<file path="config.mk">
export PLATFORM = sky130hd
export DESIGN_NAME = lfm_chirp_ctrl
export DESIGN_NICKNAME = d
export VERILOG_FILES = /design/src/rtl/lfm_chirp_ctrl.sv
export SDC_FILE = /design/constraint.sdc
export NUM_CORES = 1
export LEC_CHECK = 0
export ABC_AREA = 1
export CAP_MARGIN = 10
export CORE_AREA = 5 5 127 117
export CTS_BUF_LIST = sky130_fd_sc_hd__clkbuf_16
export DETAILED_ROUTE_END_ITERATION = 8
export DIE_AREA = 0 0 132 122
export PLACE_DENSITY = 0.77
export RECOVER_POWER = 25
export SETUP_SLACK_MARGIN = 0.1
export SYNTH_ARGS = -nofsm -noshare
export SYNTH_HDL_FRONTEND = slang
export SYNTH_SLANG_ARGS = --single-unit
export TNS_END_PERCENT = 20
</file>
<file path="constraint.sdc">
create_clock -name i_clk -period 2.8 [get_ports i_clk]
set_input_delay 0.28 -clock i_clk [delete_from_list [all_inputs] [get_ports i_clk]]
set_output_delay 0.28 -clock i_clk [all_outputs]
set_load 0.01 [all_outputs]
</file>
<file path="src/rtl/lfm_chirp_ctrl.sv">
// ---------------------------------------------------------------------------------------------
// lfm_chirp_ctrl
//
// Linear-FM chirp sequencer that drives the phase_increment input of a downstream NCO.
// A start pulse launches one chirp: phase_increment steps from f_start by k_step every clock
// for chirp_len samples, with first/last/done framing strobes. All outputs are registered.
//
// Ports:
//   i_clk              system clock
//   i_rst              asynchronous, active-high reset
//   i_start            one-cycle chirp launch request (honoured only in IDLE with len != 0)
//   i_abort            synchronous abort of a running chirp
//   i_f_start          phase increment of sample 0
//   i_k_step           two's-complement per-sample delta (sweep rate)
//   i_chirp_len        number of samples in the chirp
//   o_phase_increment  phase increment to the NCO; 0 whenever o_chirp_valid is 0
//   o_chirp_valid      high on every chirp sample
//   o_chirp_first      high on sample 0 only
//   o_chirp_last       high on sample chirp_len-1 only
//   o_busy             high whenever the sequencer is not idle
//   o_done             one-cycle completion pulse, the cycle after the last sample
// ---------------------------------------------------------------------------------------------
module lfm_chirp_ctrl #(
  parameter int PHASE_WIDTH = 32,
  parameter int LEN_WIDTH   = 16
) (
  input  logic                   i_clk,
  input  logic                   i_rst,
  input  logic                   i_start,
  input  logic                   i_abort,
  input  logic [PHASE_WIDTH-1:0] i_f_start,
  input  logic [PHASE_WIDTH-1:0] i_k_step,
  input  logic [LEN_WIDTH-1:0]   i_chirp_len,
  output logic [PHASE_WIDTH-1:0] o_phase_increment,
  output logic                   o_chirp_valid,
  output logic                   o_chirp_first,
  output logic                   o_chirp_last,
  output logic                   o_busy,
  output logic                   o_done
);

  typedef enum logic [1:0] {
    StIdle = 2'd0,
    StRun  = 2'd1,
    StDone = 2'd2
  } state_t;

  state_t                 r_state;
  logic [PHASE_WIDTH-1:0] r_k_step;
  // Samples still to come after the one currently presented; 0 means the current one is last.
  logic [LEN_WIDTH-1:0]   r_remain;
  // Running phase accumulator; doubles as the registered NCO word since it is only
  // non-zero while a sample is being presented.
  logic [PHASE_WIDTH-1:0] r_phase;
  logic                   r_valid;
  logic                   r_first;
  logic                   r_last;
  logic                   r_busy;
  logic                   r_done;

  logic                   w_accept;
  logic                   w_len_is_one;
  logic                   w_cur_is_last;
  logic                   w_next_is_last;
  logic [LEN_WIDTH-1:0]   w_len_m1;

  assign w_accept       = i_start && (i_chirp_len != '0);
  assign w_len_is_one   = (i_chirp_len == LEN_WIDTH'(1));
  assign w_len_m1       = i_chirp_len - LEN_WIDTH'(1);
  assign w_cur_is_last  = (r_remain == '0);
  assign w_next_is_last = (r_remain == LEN_WIDTH'(1));

  always_ff @(posedge i_clk or posedge i_rst) begin
    if (i_rst) begin
      r_state  <= StIdle;
      r_k_step <= '0;
      r_remain <= '0;
      r_phase  <= '0;
      r_valid  <= 1'b0;
      r_first  <= 1'b0;
      r_last   <= 1'b0;
      r_busy   <= 1'b0;
      r_done   <= 1'b0;
    end else begin
      case (r_state)
        StIdle: begin
          // A zero-length request is dropped without touching any output.
          if (w_accept) begin
            r_state  <= StRun;
            r_k_step <= i_k_step;
            r_remain <= w_len_m1;
            r_phase  <= i_f_start;
            r_valid  <= 1'b1;
            r_first  <= 1'b1;
            r_last   <= w_len_is_one;
            r_busy   <= 1'b1;
            r_done   <= 1'b0;
          end
        end

        StRun: begin
          if (i_abort) begin
            // Abort wins over end-of-chirp: straight to idle, no done pulse.
            r_state  <= StIdle;
            r_remain <= '0;
            r_phase  <= '0;
            r_valid  <= 1'b0;
            r_first  <= 1'b0;
            r_last   <= 1'b0;
            r_busy   <= 1'b0;
            r_done   <= 1'b0;
          end else if (w_cur_is_last) begin
            r_state <= StDone;
            r_phase <= '0;
            r_valid <= 1'b0;
            r_first <= 1'b0;
            r_last  <= 1'b0;
            r_done  <= 1'b1;
          end else begin
            // Wrap-around of the accumulator is intentional (mod 2^PHASE_WIDTH).
            r_remain <= r_remain - LEN_WIDTH'(1);
            r_phase  <= r_phase + r_k_step;
            r_first  <= 1'b0;
            r_last   <= w_next_is_last;
          end
        end

        StDone: begin
          // Start and abort are both ignored here.
          r_state <= StIdle;
          r_done  <= 1'b0;
          r_busy  <= 1'b0;
        end

        default: begin
          r_state  <= StIdle;
          r_remain <= '0;
          r_phase  <= '0;
          r_valid  <= 1'b0;
          r_first  <= 1'b0;
          r_last   <= 1'b0;
          r_busy   <= 1'b0;
          r_done   <= 1'b0;
        end
      endcase
    end
  end

  assign o_phase_increment = r_phase;
  assign o_chirp_valid     = r_valid;
  assign o_chirp_first     = r_first;
  assign o_chirp_last      = r_last;
  assign o_busy            = r_busy;
  assign o_done            = r_done;

endmodule

</file>
# Yosys cells after proc, flatten, opt, wreduce, memory -nomap -nowiden
# Index checks and enable logic that the tools add are counted.
[word_totals]
mem_count = 0
mem_bits_rw = 0
latchBits = 0
romBits = 0
in_bits = 84
elab_cells = 58
regBits = 87
out_inout_bits = 37
[classes]
n_addsub = 3
n_reduce_logical = 10
n_bitwise = 1
n_mul = 0
div = 0
mux = 27
n_shift = 0
eq_ne = 8
n_lt_le_gt_ge = 0
[op_table]
columns = ["cell", "count"]
rows = [
  ["32-bit two-way mux", 3],
  ["32-bit one-hot mux with 3 select lines", 1],
  ["16-bit two-way mux", 3],
  ["16-bit one-hot mux with 3 select lines", 1],
  ["32-bit adder", 1],
  ["16-bit by 1-bit equality test with 1-bit output, second input constant", 2],
  ["16-bit by 1-bit subtractor with 16-bit output, second input constant", 2],
  ["16-bit zero test", 1],
  ["16-bit nonzero test", 1],
  ["1-bit two-way mux", 10],
  ["2-bit AND reduction", 4],
  ["2-bit two-way mux", 3],
  ["3-bit != test, second input constant", 2],
  ["1-bit one-hot mux with 2 select lines", 3],
  ["1-bit one-hot mux with 3 select lines", 2],
  ["3-bit AND reduction", 2],
  ["2-bit != test, second input constant", 2],
  ["2-bit one-hot mux with 2 select lines", 1],
  ["2-bit by 1-bit equality test with 1-bit output, second input constant", 1],
  ["2-bit equality test, second input constant", 1],
  ["2-bit zero test", 1],
  ["1-bit logical AND", 1],
  ["1-bit inverter", 1],
]

# Logic depth before layout (Yosys ltp)
# Gate-level depths: netlist (run 1).
[depth]
depth_word = 4
ltp_mapped = 16
ltp_nobuf = 16

# Least setup slack after synthesis (run 1)
# OpenSTA, ideal clock, no wires.
[synth_path]
path_type = "register to register"
start = "register r_phase[0], in the netlist o_phase_increment[0]"
end = "register r_phase[28], in the netlist o_phase_increment[28]"
period_less_slack_ns = 1.948
path_buffers = 0
path_stages_with_launch = 16
setup_time_ns = 0.116
required_ns = 2.684
arrival_time_ns = 1.832
path_slack_ns = 0.852
cell_sequence = "dfrtp_1 > ha_1 > inv_1 > fa_1 > inv_1 > nand3_1 > nand3_1 > nand3_1 > nand3_1 > nand2_1 > nand2_1 > nand2_1 > nand3_1 > nand2_1 > nand2_1 > nand2_1"
[synth_via]
elab_chain_cells = 4
[synth_rtl]
columns = ["item", "line_no", "text"]
rows = [
  ["start, declared", "54", "logic [PHASE_WIDTH-1:0] r_phase;"],
  ["start signal, assigned", "92", "r_phase <= i_f_start;"],
  ["start signal, assigned", "122", "r_phase <= r_phase + r_k_step;"],
  ["32-bit adder", "122", ""],
  ["32-bit two-way mux", "112", "end else if (w_cur_is_last) begin"],
  ["32-bit two-way mux", "102", "if (i_abort) begin"],
  ["32-bit one-hot mux with 3 select lines", "85", "case (r_state)"],
]
# Every way passes these cells.
# A chain may end at the register's enable or synchronous reset.

# Worst setup path in the final report (run 1)
[layout_path]
start = "register r_phase[0], in the netlist o_phase_increment[0]"
end = "register r_phase[16], in the netlist o_phase_increment[16]"
# Same word-level chain as after synthesis.

==> results of run 1 <==
## metrics by stage
step | power, mW | hold slack (ns) | utilization [%]
after floorplan | 6.91 | 0.409 | -
after detailed placement | 8.80 | 0.463 | 62.5
after global routing | 11.2 | 0.499 | 64.7
after global placement | 8.68 | 0.459 | 62.5
after CTS | 10.1 | 0.373 | 64.8
final | 10.1 | 0.474 | 64.7
## cells in the final DEF, fill, tap and decap left out, types with 3 or more instances in the layout
| cell | count |
|---|---|
| o21ai_2 | 8 |
| buf_4 | 9 |
| o22ai_1 | 12 |
| nor2_8 | 4 |
| a21oi_1 | 24 |
| nand3_2 | 11 |
| inv_2 | 9 |
| dfrtp_1 | 87 |
| o21ai_0 | 31 |
| inv_1 | 148 |
| nor2_4 | 5 |
| o21bai_1 | 3 |
| nor3_1 | 5 |
| o21ai_1 | 10 |
| clkdlybuf4s50_1 | 120 |
| xnor2_1 | 8 |
| nand2_1 | 504 |
| xor2_1 | 12 |
| clkbuf_16 | 9 |
| nand4_1 | 6 |
| nand3_1 | 72 |
| nor2_2 | 4 |
| nor2_1 | 85 |
| ha_1 | 35 |
## worst paths after layout
check                                                    end  depth (start not counted)
setup / recovery           o_phase_increment[16]$_DFFE_PP0P_                         14
hold / removal                     o_chirp_first$_DFFE_PP0P_                          2
setup reg to reg           o_phase_increment[16]$_DFFE_PP0P_                         14
hold reg to reg                    o_chirp_first$_DFFE_PP0P_                          2
max in group asynchronous  o_phase_increment[10]$_DFFE_PP0P_                          3
min in group asynchronous           r_k_step[31]$_DFFE_PP0P_                          3
## per-layer routing
metal / up-vias / part of all wire (%) / track usage (%)
li1: 3722 / - / -
met1: 3253 / 45 / 33.6
met2: 202 / 46 / 41.4
met3: 28 / 6.4 / 5.33
met4: 0 / 2.0 / 7.46
met5: - / 0 / 0
## registers in the layout, indices dropped and copies added, names as in the netlist
name	flops
r_k_step	32
o_chirp_last	1
o_busy	1
r_remain	16
o_phase_increment	32
o_chirp_first	1
o_chirp_valid	1
r_state	2
o_done	1
## cell type report
class	count	area, µm²	share of cell area [%]
repair buffers	131	1290	14.7
flip-flops and latches	87	2180	24.8
clock buffers	9	225	2.56
well taps	172	215	2.45
multi-input cells	858	4190	47.6
clock inverters	6	85.1	0.967
inverters	161	611	6.94
## cell usage after synthesis (all sizes together)
library cell	n	share of area [%]
fa	1	0.28
ha	35	6.1
o21ai	49	3.8
nand4	7	0.70
buf	20	2.5
inv	160	8.4
xnor2	8	0.98
a21o	1	0.10
o22ai	12	1.0
nor4	2	0.17
nor2	98	6.6
and2	2	0.17
a21oi	25	1.8
nand3b	2	0.21
nor3	7	0.63
xor2	12	1.5
clkinv	1	0.052
clkbuf	6	0.31
nand2	508	27
dfrtp	87	30
o21bai	3	0.31
a22o	1	0.12
or2	1	0.087
nand3	84	6.8
## power by group through the flow
stage,Combinational (mW),Clock [mW],Sequential (mW)
after global routing,7.39,1.37,2.40
final,6.50,1.29,2.34
after global placement,6.35,0,2.33
after CTS,6.51,1.31,2.33
after detailed placement,6.46,0,2.34
after floorplan,4.61,0,2.30
## worst max-delay path, cell delays in order, from the launching register on
cell and delay (ns):
dfrtp_1 0.38, ha_1 0.22, inv_1 0.07, fa_1 0.40
inv_1 0.11, nand3_1 0.08, nand3_1 0.13, nand2_1 0.06
nand2_1 0.17, nand3_1 0.09, nand2_1 0.11, nor2_1 0.05
o21ai_0 0.15, nand2_1 0.07, nand2_1 0.07
## cells by family (layout without fill, tap and decap cells)
| group | count (synthesis) | after routing | synth area share [%] |
|---|---|---|---|
| AND/OR/NAND/NOR | 711 | 711 | 42.3 |
| buffers and inverters | 187 | 307 | 11.3 |
| AO/OA/AOI/OAI | 91 | 91 | 7.23 |
| flip-flops | 87 | 87 | 30.4 |
| adder cells (fa/ha/maj) | 36 | 36 | 6.39 |
| XOR/XNOR | 20 | 20 | 2.44 |
==> impl_metrics.py, run 1 <==
metrics = {
    "placement": {
        "portBuffers": 120,
        "hpwl_um": 15500,
        "dp_worst_setup_slack_ns": 0.416,
        "dpl_cell_area_um2": 8500,
        "place_congestion": 0.949,
        "dpl.cell_count": 1409,
    },
    "cts": {
        "clockBufferDepth": 2,
        "clk_pin_slew_worst_paths_ns": 0.06,
        "cts_tree": "built",
        "cts_setup_buffers": 0,
        "cts_max_level": 3,
        "clock-sinks": 87,
        "cts_made_buffers": 9,
        "hold_buffers": 0,
        "clock_latency_ns": 0.35,
        "cts-root-buf": "clkbuf_16",
        "cts_resized": 0,
    },
    "global_routing": {
        "track_usage_pct": 25.2,
        "grt_max_degree": 88,
        "grt_pass1_wl_um": 33400,
        "grt_pass1_vias": 6914,
        "grt-ovfl-total": 0,
        "antenna_found_initial": 0,
    },
    "pwr": {
        "p_int_mw": 5.06,
        "vdd.ir_drop.worst_uv": 478,
        "powerDensity_nw_per_um2": 1150,
        "p_switching_mw": 5.07,
        "seqPwrFrac_pct": 23.1,
        "swShare_pct": 50.1,
        "combPwrFrac_pct": 64.2,
        "leakagePower_nw": 4.81,
        "clockPowerShare_pct": 12.7,
    },
    "final_layout": {
        "final_cells": 1424,
        "drive_gt1_share_pct": 6.31,
        "finalInstanceArea_um2": 8790,
        "layout.nets": 1368,
        "fillers": 1252,
        "area_delta_synth_final_pct": 22.7,
        "antenna_cells": 0,
    },
    "logic_synthesis": {
        "synth-warning-count": 0,
        "avgSynthCellArea_um2": 6.33,
        "synth_nets": 1252,
        "syn_inst": 1132,
        "ys_ff_latch": 87,
        "syn-cell-area_um2": 7170,
        "synth-seq-area-share_pct": 30.4,
        "synth.distinct_cells": 41,
    },
    "detailed_routing": {
        "drtIter0Drc": 492,
        "vias_per_cell": 5.06,
        "final_antenna_net_count": 0,
        "drc_errors": 0,
        "drt_wl_total_um": 20000,
        "avgRoutedWirePerCell_um": 14.0,
        "first_pass_iters": 5,
        "vias": 7205,
    },
    "die": {
        "placementRows": 41,
        "die_area_um2": 16100,
        "dieWidth_um": 132,
        "coreArea_um2": 13600,
        "initial_core_util_pct": 52.7,
        "fp.dieH_um": 122,
        "ios": 121,
    },
    "outcome": {
        "violations": "capacitance limit, slew limit",
        "status": "finished with violations",
    },
    "timing": {
        "skew_ns": 0.00829,
        "finalSetupTns_ns": 0,
        "finalSetupViolCount": 0,
        "grt_setup_unrepaired": "false",
        "setup_slack_ns": 0.577,
        "hold_viol": 0,
        "slew_violations": 88,
        "max_slew_margin_pct": -29.7,
        "fin_crit_sh_pct": 79.4,
        "worst_pin_slew_ns": 1.95,
        "max_freq_mhz": 450,
        "min_period_ns": 2.22,
    },
    "worst_setup_path": {
        "cp.required_ns": 3.09,
        "endpoint_kind": "register",
        "arrival_ns": 2.51,
        "cp-start-kind": "register",
        "cp-startpoint": "o_phase_increment[0]$_DFFE_PP0P_",
        "reg2reg_slack_ns": 0.58,
        "cp_max_fo": 4,
        "critical_path_class": "reg2reg",
        "r2r_start": "o_phase_increment[0]$_DFFE_PP0P_",
    },
    "hold_path": {
        "min-delay-path-class": "reg2reg",
        "hold_start": "o_chirp_first$_DFFE_PP0P_",
    },
    "run": {
        "max_cap_violations": 1,
    },
}
Power figures use the tool's default switching activity.
==> run 2: changes to the inputs <==
CORE_AREA = 5 5 134 123   (was 5 5 127 117)
DIE_AREA = 0 0 139 128   (was 0 0 132 122)
PLACE_DENSITY = 0.73   (was 0.77)
clock period = 1.8 ns   (was 2.8 ns; I/O delays follow)
==> impl_metrics.py, run 2 (synthesis results as in run 1) <==
metrics = {
    "worst_setup_path": {
        "slowest_stage": "dfrtp_1",
        "endpoint_kind": "register",
        "critical_path_class": "reg2reg",
        "slowest_delay_ns": 0.43,
        "arrival_ns": 2.29,
        "crit_path_cell_trace": "ha_4 -> nand2_1 -> buf_4 -> nor2_1 -> nand3_2 -> nand3_4 -> nand2_2 -> nand2_1 -> nand2_1 -> nand3_1 -> nand2_1 -> nand2_1 -> nand2_1",
        "cp_max_fo": 5,
        "cp-start-kind": "register",
        "path_common_cell": "nand2_1",
        "reg2reg_slack_ns": -0.24,
        "cp.required_ns": 2.05,
    },
    "cts": {
        "clock_latency_ns": 0.36,
        "cts_made_buffers": 9,
        "clockBufferDepth": 2,
        "cts_tree": "built",
        "cts_max_level": 3,
        "cts-root-buf": "clkbuf_16",
        "clk_pin_slew_worst_paths_ns": 0.07,
        "hold_buffers": 0,
        "clock-sinks": 87,
    },
    "die": {
        "ios": 121,
        "dieWidth_um": 139,
        "initial_core_util_pct": 47.6,
        "placementRows": 43,
        "fp.dieH_um": 128,
        "coreArea_um2": 15100,
        "die_area_um2": 17800,
    },
    "final_layout": {
        "antenna_cells": 0,
        "drive_gt1_share_pct": 30.8,
        "final_cell_mix": "nand2_1, buf_4, inv_1, clkdlybuf4s50_1, dfrtp_1",
        "layout_commonest_cell": "nand2_1",
        "fillers": 1078,
        "layout.nets": 1525,
        "finalInstanceArea_um2": 11200,
        "area_delta_synth_final_pct": 56.7,
    },
    "timing": {
        "slew_violations": 0,
        "hold_slack_ns": 0.392,
        "finalSetupViolCount": 26,
        "grt_setup_unrepaired": "true",
        "fin_crit_sh_pct": 113,
        "hold_viol": 0,
        "skew_ns": 0.0133,
        "finalSetupTns_ns": -2.40,
        "worst_pin_slew_ns": 0.939,
        "setup_slack_ns": -0.242,
        "min_period_ns": 2.04,
        "max_freq_mhz": 490,
        "max_slew_margin_pct": 37.1,
    },
    "global_routing": {
        "grt_max_degree": 46,
        "antenna_found_initial": 0,
        "grt_pass1_vias": 8209,
        "grt_pass1_wl_um": 39600,
        "grt-ovfl-total": 0,
        "track_usage_pct": 27.2,
    },
    "placement": {
        "dpl_cell_area_um2": 9600,
        "hpwl_um": 17300,
        "place_congestion": 0.959,
        "portBuffers": 120,
    },
    "detailed_routing": {
        "first_pass_iters": 5,
        "vias": 8436,
        "vias_per_cell": 5.23,
        "drtIter0Drc": 581,
        "drt_wl_total_um": 25900,
        "drc_errors": 0,
        "avgRoutedWirePerCell_um": 16.1,
        "final_antenna_net_count": 0,
    },
    "run": {
        "max_cap_violations": 0,
    },
    "pwr": {
        "powerDensity_nw_per_um2": 2010,
        "vdd.ir_drop.worst_uv": 948,
        "leakagePower_nw": 5.85,
    },
    "hold_path": {
        "min-delay-path-class": "in2reg",
    },
    "outcome": {
        "status": "finished with violations",
        "violations": "setup timing",
    },
}
run 2: cell types whose count changed in the layout (fill, tap and decap cells not counted), moves of 11 or more:
cell | previous run | this run
a21oi_1 | 24 | 12
buf_4 | 9 | 144
buf_6 | 0 | 16
ha_1 | 35 | 4
ha_4 | 0 | 28
nand2_1 | 504 | 414
nand2_2 | 2 | 72
nand2_4 | 2 | 22
nand3_1 | 72 | 54
nand3_2 | 11 | 25
nor2_1 | 85 | 61
nor2_2 | 4 | 15
nor2_4 | 5 | 18
run 2: repair_timing:
| action | CTS | global route |
|---|---|---|
| gates resized for setup | 159 | 117 |
| buffers inserted | 19 | 8 |
| endpoints found under the hold margin | 0 | 0 |
| pin swaps | 78 | 72 |
| endpoints found under the setup margin | 55 | 87 |
run 2: worst max-delay path, delay by kind of cell (launching register included):
family | cells | cell delay [ns]
AND/OR/NAND/NOR | 11 | 1.03
buffers and inverters | 1 | 0.16
flip-flops | 1 | 0.43
adder cells (fa/ha/maj) | 1 | 0.32
run 2: layer usage:
layer  GRT usage [%]  vias to the layer above  routed length [µm]  part of all wire, %
li1                -                     4039                   -                    -
met1            33.7                     3944               10400                   40
met2            46.7                      345               12700                   49
met3            4.96                      108                1560                  6.0
met4            12.3                        0                1300                  5.0
met5               0                        -                   0                    0
run 2: through the flow:
step                      power, mW  instances  util, %  worst slack (ns)
after global placement         15.6       1570     63.7            -0.256
after global routing           24.1       1612     74.6            -0.364
after CTS                      20.5       1605     71.6           -0.0900
after detailed placement       15.8       1570     63.7            -0.315
final                          22.6       1612     74.6            -0.242
after floorplan                10.7       1132        -            -0.148
run 2: worst paths after layout:
check                                           from                           endpoint  cells past startpoint
setup / recovery             r_k_step[7]$_DFFE_PP0P_  o_phase_increment[20]$_DFFE_PP0P_                     13
hold / removal                          i_k_step[27]           r_k_step[27]$_DFFE_PP0P_                      3
setup reg to reg             r_k_step[7]$_DFFE_PP0P_  o_phase_increment[20]$_DFFE_PP0P_                     13
hold reg to reg            o_chirp_first$_DFFE_PP0P_          o_chirp_first$_DFFE_PP0P_                      2
max in group asynchronous                      i_rst           r_remain[10]$_DFFE_PP0P_                      3
min in group asynchronous                      i_rst           r_k_step[18]$_DFFE_PP0P_                      2
run 2: layout make-up:
class / instances / area [µm²] / share of cell area, %
tap: 202 / 253 / 2.25
sequential: 87 / 2180 / 19.4
multi-input combinational: 858 / 5240 / 46.7
timing repair buffer: 288 / 2620 / 23.3
clock buffer: 9 / 225 / 2.00
inverter: 161 / 621 / 5.52
clock inverter: 7 / 88.8 / 0.791
run 2: power by group:
part / internal, mW / leakage [nW] / switching [mW]
Sequential: 2.87 / 1.08 / 0.950
Clock: 1.21 / 0.154 / 0.811
Combinational: 7.69 / 4.62 / 9.06
Total: 11.8 / 5.85 / 10.8
==> run 3: changes to the inputs <==
TNS_END_PERCENT = not set   (was 20)
==> impl_metrics.py, run 3 (synthesis results as in run 1) <==
metrics = {
    "worst_setup_path": {
        "crit_path_cell_trace": "ha_2 -> inv_2 -> fa_2 -> inv_2 -> buf_4 -> buf_6 -> nand3_4 -> nand3_4 -> buf_6 -> xnor2_2 -> o21ai_1 -> nand2_1 -> nand2_1",
        "cpLargestDelayFamily": "adder cells",
        "cp-start-kind": "register",
        "endpoint_kind": "register",
        "critical_path_class": "reg2reg",
        "cp_max_fo": 3,
        "cp.required_ns": 2.06,
        "cp_num_buf_inv": 5,
        "slowest_delay_ns": 0.36,
        "arrival_ns": 2.23,
        "slowest_stage": "dfrtp_1",
    },
    "die": {
        "coreArea_um2": 15100,
        "placementRows": 43,
        "die_area_um2": 17800,
        "dieWidth_um": 139,
        "initial_core_util_pct": 47.6,
        "ios": 121,
        "fp.dieH_um": 128,
    },
    "pwr": {
        "power_mw": 23.9,
        "vdd.ir_drop.worst_uv": 839,
        "p_switching_mw": 11.8,
        "clockPowerShare_pct": 8.0,
        "combPwrFrac_pct": 75.9,
        "powerDensity_nw_per_um2": 2030,
        "leakagePower_nw": 6.15,
        "seqPwrFrac_pct": 16.1,
        "p_int_mw": 12.2,
        "swShare_pct": 49.1,
    },
    "final_layout": {
        "layout.nets": 1533,
        "layout_commonest_cell": "nand2_1",
        "drive_gt1_share_pct": 35.0,
        "area_delta_synth_final_pct": 64.4,
        "antenna_cells": 0,
        "finalInstanceArea_um2": 11800,
        "final_cell_mix": "nand2_1, buf_4, inv_1, clkdlybuf4s50_1, nand2_2",
    },
    "detailed_routing": {
        "vias_per_cell": 5.32,
        "avgRoutedWirePerCell_um": 17.3,
        "first_pass_iters": 6,
        "drtIter0Drc": 649,
        "vias": 8626,
        "drc_errors": 0,
        "drt_wl_total_um": 28100,
        "final_antenna_net_count": 0,
    },
    "cts": {
        "cts-root-buf": "clkbuf_16",
        "clockBufferDepth": 2,
        "cts_tree": "built",
        "clock_latency_ns": 0.36,
        "clk_pin_slew_worst_paths_ns": 0.07,
        "cts_max_level": 3,
        "clock-sinks": 87,
        "cts_made_buffers": 9,
        "hold_buffers": 0,
    },
    "timing": {
        "finalSetupViolCount": 26,
        "setup_slack_ns": -0.177,
        "max_slew_margin_pct": 42.8,
        "hold_viol": 0,
        "skew_ns": 0.0107,
        "fin_crit_sh_pct": 110,
        "finalSetupTns_ns": -3.18,
        "min_period_ns": 1.98,
        "max_freq_mhz": 506,
        "grt_setup_unrepaired": "true",
        "slew_violations": 0,
        "worst_pin_slew_ns": 0.857,
    },
    "run": {
        "max_cap_violations": 0,
    },
    "hold_path": {
        "min-delay-path-class": "in2async",
    },
    "placement": {
        "dpl_cell_area_um2": 9760,
        "portBuffers": 120,
        "hpwl_um": 17500,
        "dp_worst_setup_slack_ns": -0.290,
        "place_congestion": 0.995,
    },
    "outcome": {
        "violations": "setup timing",
        "status": "finished with violations",
    },
    "global_routing": {
        "antenna_found_initial": 0,
        "grt-ovfl-total": 0,
        "grt_max_degree": 48,
        "track_usage_pct": 27.6,
        "grt_pass1_wl_um": 40200,
        "grt_pass1_vias": 8235,
    },
}
run 3: layout make-up:
cell class	count	area, µm²
fill	1016	3280
inverter	161	627
timing repair buffer	295	2830
multi-input combinational	858	5600
timing repair inverter	1	11.3
clock inverter	7	66.3
tap	202	253
sequential	87	2180
clock buffer	9	225
run 3: final timing paths:
check | from | to | slack [ns] | depth (start not counted)
max in group asynchronous | i_rst | o_phase_increment[28]$_DFFE_PP0P_ | 0.34 | 3
min | i_rst | o_phase_increment[10]$_DFFE_PP0P_ | 0.28 | 2
max | o_phase_increment[0]$_DFFE_PP0P_ | o_phase_increment[10]$_DFFE_PP0P_ | -0.18 | 13
min in group i_clk | i_k_step[29] | r_k_step[29]$_DFFE_PP0P_ | 0.38 | 3
max reg2reg | o_phase_increment[0]$_DFFE_PP0P_ | o_phase_increment[10]$_DFFE_PP0P_ | -0.18 | 13
min reg2reg | o_chirp_last$_DFFE_PP0P_ | o_chirp_last$_DFFE_PP0P_ | 0.48 | 2
run 3: worst register-to-register path, delay by kind of cell (launching register included):
kind                     cells  cell delay [ns]
adder cells (fa/ha/maj)      2             0.54
XOR/XNOR                     1             0.10
AND/OR/NAND/NOR              4             0.33
AO/OA/AOI/OAI                1             0.09
buffers and inverters        5             0.47
flip-flops                   1             0.36
run 3: metal layers:
metal | up-vias | GRT usage, % | routed length, µm
met4 | 0 | 10.4 | 1120
li1 | 4060 | - | -
met3 | 109 | 5.52 | 1850
met1 | 4036 | 33.3 | 10800
met5 | - | 0 | 0
met2 | 421 | 49.0 | 14300
run 3: power groups by stage:
| stage | clock (mW) | combinational, mW | sequential (mW) |
|---|---|---|---|
| floorplan | 0 | 7.49 | 3.70 |
| global placement | 0 | 12.4 | 3.64 |
| detailed placement | 0 | 12.6 | 3.66 |
| CTS | 1.91 | 15.0 | 3.76 |
| global route | 2.01 | 19.5 | 3.92 |
| finish | 1.92 | 18.2 | 3.85 |
run 3: per-stage QoR:
stage,hold slack [ns],utilization (%),cells
5_1_grt,0.322,78.2,1620
3_5_place_dp,0.468,64.8,1562
4_1_cts,0.146,72.1,1598
3_3_place_gp,0.462,64.8,1562
6_report,0.281,78.2,1620
2_1_floorplan,0.309,-,1132
run 3: what timing repair did:
action / in CTS / in global routing
cloned: 0 / 5
pin swaps: 79 / 99
setup buffers: 20 / 20
gates resized for setup: 167 / 198
endpoints found under the setup margin: 48 / 70
